`config.mk`:
```
export PLATFORM = sky130hd
export DESIGN_NAME = matmul_result_writer
export DESIGN_NICKNAME = d
export VERILOG_FILES = /design/src/rtl/matmul_result_writer.sv
export SDC_FILE = /design/constraint.sdc
export NUM_CORES = 2
export LEC_CHECK = 0
export CAP_MARGIN = 20
export CORE_AREA = 2 2 262 264
export CTS_CLUSTER_SIZE = 24
export DETAILED_ROUTE_END_ITERATION = 8
export DIE_AREA = 0 0 264 266
export GPL_ROUTABILITY_DRIVEN = 0
export HOLD_SLACK_MARGIN = 0.1
export PLACE_DENSITY = 0.76
export SLEW_MARGIN = 20
export SYNTH_ARGS = -nofsm -noshare
export SYNTH_HDL_FRONTEND = slang
export SYNTH_SLANG_ARGS = --single-unit
```
`constraint.sdc`:
```
create_clock -name clk -period 52.8 [get_ports clk]
set_input_delay 5.28 -clock clk [delete_from_list [all_inputs] [get_ports clk]]
set_output_delay 5.28 -clock clk [all_outputs]
set_load 0.01 [all_outputs]
```
`src/rtl/matmul_result_writer.sv`:
```
// Drains a captured MAT_MUL_SIZE x MAT_MUL_SIZE result matrix into memory, one row per write,
// with ready/valid back-pressure and wrap-around addressing.
module matmul_result_writer #(
    parameter int DWIDTH       = 16,
    parameter int AWIDTH       = 7,
    parameter int MAT_MUL_SIZE = 4
) (
    input  logic                                         clk,
    input  logic                                         reset,
    input  logic                                         done_mat_mul,
    input  logic [MAT_MUL_SIZE*MAT_MUL_SIZE*2*DWIDTH-1:0] matrixC_flat,
    input  logic [7:0]                                   final_mat_mul_size,
    input  logic [AWIDTH-1:0]                            c_base,
    output logic [AWIDTH-1:0]                            c_addr,
    output logic [MAT_MUL_SIZE*2*DWIDTH-1:0]             c_data,
    output logic                                         c_wen,
    input  logic                                         c_ready,
    output logic                                         drain_done
);

    localparam int EW = 2 * DWIDTH;
    localparam int NE = MAT_MUL_SIZE * MAT_MUL_SIZE;
    localparam int SW = $clog2(MAT_MUL_SIZE + 1);
    localparam int RW = MAT_MUL_SIZE * EW;

    typedef enum logic [1:0] {
        IDLE  = 2'd0,
        WRITE = 2'd1,
        DONE  = 2'd2
    } state_t;

    state_t                  state_r, state_s;
    logic [SW-1:0]           row_r, row_s;
    logic [SW-1:0]           size_r, size_s, size_in_s;
    logic [AWIDTH-1:0]       base_r, base_s;
    logic [NE-1:0][EW-1:0]   snap_r;
    logic                    capture_s;
    logic [AWIDTH-1:0]       c_addr_r, c_addr_s;
    logic [RW-1:0]           c_data_r, c_data_s;
    logic                    c_wen_r, c_wen_s;
    logic                    drain_done_r, drain_done_s;

    // Pack row r of matrix m, zeroing columns at or beyond the active size.
    function automatic logic [RW-1:0] row_word(input logic [NE-1:0][EW-1:0] m,
                                               input logic [SW-1:0] r,
                                               input logic [SW-1:0] sz);
        logic [RW-1:0] w;
        w = {RW{1'b0}};
        for (int j = 0; j < MAT_MUL_SIZE; j++) begin
            if (SW'(j) < sz) begin
                w[j*EW +: EW] = m[int'(r) * MAT_MUL_SIZE + j];
            end else begin
                w[j*EW +: EW] = {EW{1'b0}};
            end
        end
        return w;
    endfunction

    assign size_in_s = (final_mat_mul_size > 8'(MAT_MUL_SIZE)) ? SW'(MAT_MUL_SIZE)
                                                                : final_mat_mul_size[SW-1:0];

    // Next-state and next-output logic; outputs are computed one edge early so they can be registered.
    always_comb begin
        state_s      = state_r;
        row_s        = row_r;
        size_s       = size_r;
        base_s       = base_r;
        capture_s    = 1'b0;
        c_addr_s     = c_addr_r;
        c_data_s     = {RW{1'b0}};
        c_wen_s      = 1'b0;
        drain_done_s = 1'b0;
        case (state_r)
            IDLE: begin
                if (done_mat_mul) begin
                    capture_s = 1'b1;
                    size_s    = size_in_s;
                    base_s    = c_base;
                    row_s     = {SW{1'b0}};
                    if (size_in_s == {SW{1'b0}}) begin
                        state_s      = DONE;
                        drain_done_s = 1'b1;
                    end else begin
                        state_s  = WRITE;
                        c_wen_s  = 1'b1;
                        c_addr_s = c_base;
                        c_data_s = row_word(matrixC_flat, {SW{1'b0}}, size_in_s);
                    end
                end else begin
                    state_s = IDLE;
                end
            end
            WRITE: begin
                if (c_ready) begin
                    row_s = row_r + SW'(1);
                    if (row_r == size_r - SW'(1)) begin
                        state_s      = DONE;
                        drain_done_s = 1'b1;
                    end else begin
                        c_wen_s  = 1'b1;
                        c_addr_s = base_r + AWIDTH'(row_r + SW'(1));
                        c_data_s = row_word(snap_r, row_r + SW'(1), size_r);
                    end
                end else begin
                    c_wen_s  = 1'b1;
                    c_data_s = c_data_r;
                end
            end
            DONE: begin
                if (done_mat_mul) begin
                    drain_done_s = 1'b1;
                end else begin
                    state_s = IDLE;
                end
            end
            default: begin
                state_s = IDLE;
            end
        endcase
    end

    // State, counters, snapshot and registered outputs.
    always_ff @(posedge clk or posedge reset) begin
        if (reset) begin
            state_r      <= IDLE;
            row_r        <= {SW{1'b0}};
            size_r       <= {SW{1'b0}};
            base_r       <= {AWIDTH{1'b0}};
            snap_r       <= {(NE*EW){1'b0}};
            c_addr_r     <= {AWIDTH{1'b0}};
            c_data_r     <= {RW{1'b0}};
            c_wen_r      <= 1'b0;
            drain_done_r <= 1'b0;
        end else begin
            state_r      <= state_s;
            row_r        <= row_s;
            size_r       <= size_s;
            base_r       <= base_s;
            c_addr_r     <= c_addr_s;
            c_data_r     <= c_data_s;
            c_wen_r      <= c_wen_s;
            drain_done_r <= drain_done_s;
            if (capture_s) begin
                snap_r <= matrixC_flat;
            end else begin
                snap_r <= snap_r;
            end
        end
    end

    assign c_addr     = c_addr_r;
    assign c_data     = c_data_r;
    assign c_wen      = c_wen_r;
    assign drain_done = drain_done_r;

endmodule

```
==> results_dict.tcl <==
set metrics [dict create \
    critical_path.most_common_cell "buf_4" \
    critical_setup_path_class "input port to flip-flop" \
    largest_fanout_on_the_critical_path 95 \
    grt_pass1_wl_um 137000 \
    finalCritPeriodShare_pct 16.9 \
    ff2ff_setup_slack_ns 48.40 \
    finalCoreUtilization_pct 57.7 \
    height_of_the_die_um 266 \
    cts-buffers-inserted 73 \
    critPathBufInv 4 \
    floorplan.io_pins 668 \
    synth.ff_latch_count 664 \
    status "finished clean" \
    synth-warning-count 0 \
    setup.worst_path.start_class "input port" \
    cts.clk_slew.worst_paths_ns 0.06 \
    cts_htree_levels 3 \
    fin_setup_tns_ns 0 \
    grt_remaining_overflow 0 \
    placed_cells 4357 \
    critPathMaxStageDelay_ns 0.88 \
    fin_cells 4512 \
    final_layout_size_suffix_gt1_share_pct 8.23 \
    placeableCoreArea_um2 67700 \
    grt_antenna_before_repair 21 \
    design.die.area_um2 70200 \
    die_w_um 264 \
    holdPathStages 2 \
    post_cts_resize_count 0 \
    p_leak_nw 18.8 \
    synth_cell_types 45 \
    synth_enable_flop_cells 0 \
    route.detailed.wl_per_inst_um 19.6 \
    worst_setup_path_end_kind "flip-flop" \
    fmax_mhz 112 \
    critical_path_arrival_ns 9.43 \
    main_flop_type_after_synthesis "dfrtp_1" \
    max_cap_viol 0 \
    worst_clock_skew_ns 0.0340 \
    postCtsSetupBuffers 0 \
    grt.total_usage_pct 25.0 \
    timing.final.setup_violations 0 \
    setup.worst_path.start "done_mat_mul" \
    crit_chain "clkdlybuf4s50_1, nand2b_1, or2_4, buf_4, buf_4, buf_4, nand2_1, nand2_1" \
    min_from "snap_r[421]" \
    area_growth_syn_to_layout_pct 34.2 \
    timing.slew.headroom_pct 21.5 \
    synth.yosys.seq_area_share_pct 57.1 \
    syn-instance-count 2977 \
    drtPass1Iterations 6 \
    r2r_cells 7 \
    worstHoldPathType "flip-flop to flip-flop" \
    p_total_mw 2.27 \
    drc 0 \
    r2r-start "state_r[0]" \
    worst_skew_pair.late_latency_ns 0.62 \
    tritoncts_clock_tree "built" \
    postCtsHoldBufs 0 \
    critical_path.reg2reg.endpoint "snap_r[91]" \
    ir_worst_vdd_v 0.0000371 \
    drt.antenna.violating_nets 0 \
    port_buffers 667 \
    std_cell_rows 96 \
    hpwlAfterDp_um 58200 \
    synth_area_um2 29100 \
    finalNetCount 4090 \
    clock-sinks 664 \
    grt_pass1_vias 24400 \
    drt_iter0_markers 2253 \
    wl_um 88600 \
    critical-path-slowest-cell "buf_4" \
    ctsRootBufferMaster "clkbuf_16" \
    cts.path.max_buffers 3 \
    grt_max_degree 230 \
    via_count 23800 \
    start_util_pct 42.9 \
    final_period_minus_worst_setup_slack_ns 8.91 \
    grt_setup_unrepaired "no" \
    detail_route.vias_per_cell 5.27 \
    critical-path-top-delay-family "buffers and inverters" \
    async_flop_share_pct 100 \
    p_per_area_nw_per_um2 58.2 \
    synth_area_per_cell_um2 9.77 \
    whs_endpoint "snap_r[421]" \
    least_margin_pin_slew_ns 1.18 \
    slew_viol_final 0 \
    synthesis.nets 3515 \
    finalHoldViolCount 0 \
    critPathRequiredTime_ns 53.32 \
]
[cell usage after synthesis (all sizes together) (4+ instances only)]
library cell | count | area (um2)
nor2 | 13 | 48.8
a21oi | 4 | 20.0
or3 | 4 | 25.0
nand3 | 5 | 25.0
a221o | 65 | 651
and2 | 33 | 206
dfrtp | 664 | 16600
mux4 | 128 | 2880
xnor2 | 4 | 35.0
ha | 6 | 75.1
inv | 73 | 274
a32oi | 32 | 280
o221ai | 32 | 280
mux2 | 7 | 105
buf | 56 | 300
o21ai | 41 | 205
nand2 | 1601 | 6010
and3 | 32 | 200
clkbuf | 141 | 531
[power breakdown]
group	switching [mW]	internal, mW
clock network	0.214	0.329
registers	0.137	0.737
logic	0.440	0.413
total	0.792	1.48
[placed cells by master, fill, tap and decap left out, types with 4 or more instances in the layout]
cell / n
a21oi_1: 4
a221o_1: 65
a32oi_1: 32
and2_1: 33
and3_1: 32
buf_12: 5
buf_4: 24
bufinv_16: 10
clkbuf_1: 11
clkbuf_16: 74
clkbuf_8: 15
clkdlybuf4s50_1: 667
clkinv_2: 13
dfrtp_1: 663
diode_2: 23
ha_1: 5
inv_1: 72
mux2_4: 7
mux4_2: 128
nand2_1: 1600
nand3_1: 5
nor2_1: 10
o21ai_0: 41
o221ai_1: 32
or3_1: 4
xnor2_1: 4
[metal layers]
metal | vias to the layer above | share of wire [%] | track usage [%]
met4 | 0 | 4.8 | 13.9
met5 | - | 0 | 0
met1 | 11700 | 40 | 32.8
met3 | 217 | 6.6 | 4.50
li1 | 10900 | - | -
met2 | 951 | 49 | 39.7
[per-stage QoR]
| step | instance area (um2) | hold slack, ns | worst slack (ns) |
|---|---|---|---|
| global route | 39000 | 0.487 | 43.62 |
| finish | 39100 | 0.468 | 43.89 |
| detailed placement | 36400 | 0.457 | 43.35 |
| floorplan | 29100 | 0.440 | 28.91 |
| global placement | 36400 | 0.452 | 43.39 |
| CTS | 38900 | 0.472 | 43.95 |
[state kept, by name, summed over array words and instances, names as in the netlist]
name and cells:
row_r 3, c_addr 7, drain_done 1, base_r 7, size_r 3, c_wen 1, state_r 2, snap_r 512
c_data 128
[tightest hold or removal path, stage by stage, from the launching register on]
cell     delay (ns)
dfrtp_1        0.33
nand2_1        0.05
nand2_1        0.05
[logic make-up after synthesis]
group / synth area share [%]
AO/OA/AOI/OAI: 5.52
AND/OR/NAND/NOR: 22.7
flip-flops: 57.1
buffers and inverters: 3.80
XOR/XNOR: 0.262
adder cells (fa/ha/maj): 0.327
multiplexers: 10.3
[cell type report]
| class | instances | area, um2 |
|---|---|---|
| multi-input combinational | 2043 | 11400 |
| clock inverter | 30 | 459 |
| inverter | 73 | 282 |
| timing repair buffer | 697 | 6980 |
| tap | 882 | 1100 |
| fill | 5645 | 28700 |
| sequential | 664 | 16600 |
| clock buffer | 100 | 2100 |
| antenna | 23 | 57.6 |
[worst max-delay path by stage]
stage | to | slack [ns] | depth (start not counted)
final | snap_r[91] | 43.89 | 8
after global routing | snap_r[162] | 43.62 | 8
after CTS | snap_r[91] | 43.95 | 8
after detailed placement | snap_r[476] | 43.35 | 8
after global placement | snap_r[88] | 43.39 | 8
after floorplan | base_r[0] | 28.91 | 1
No activity file was read; power rests on OpenSTA's default activity.
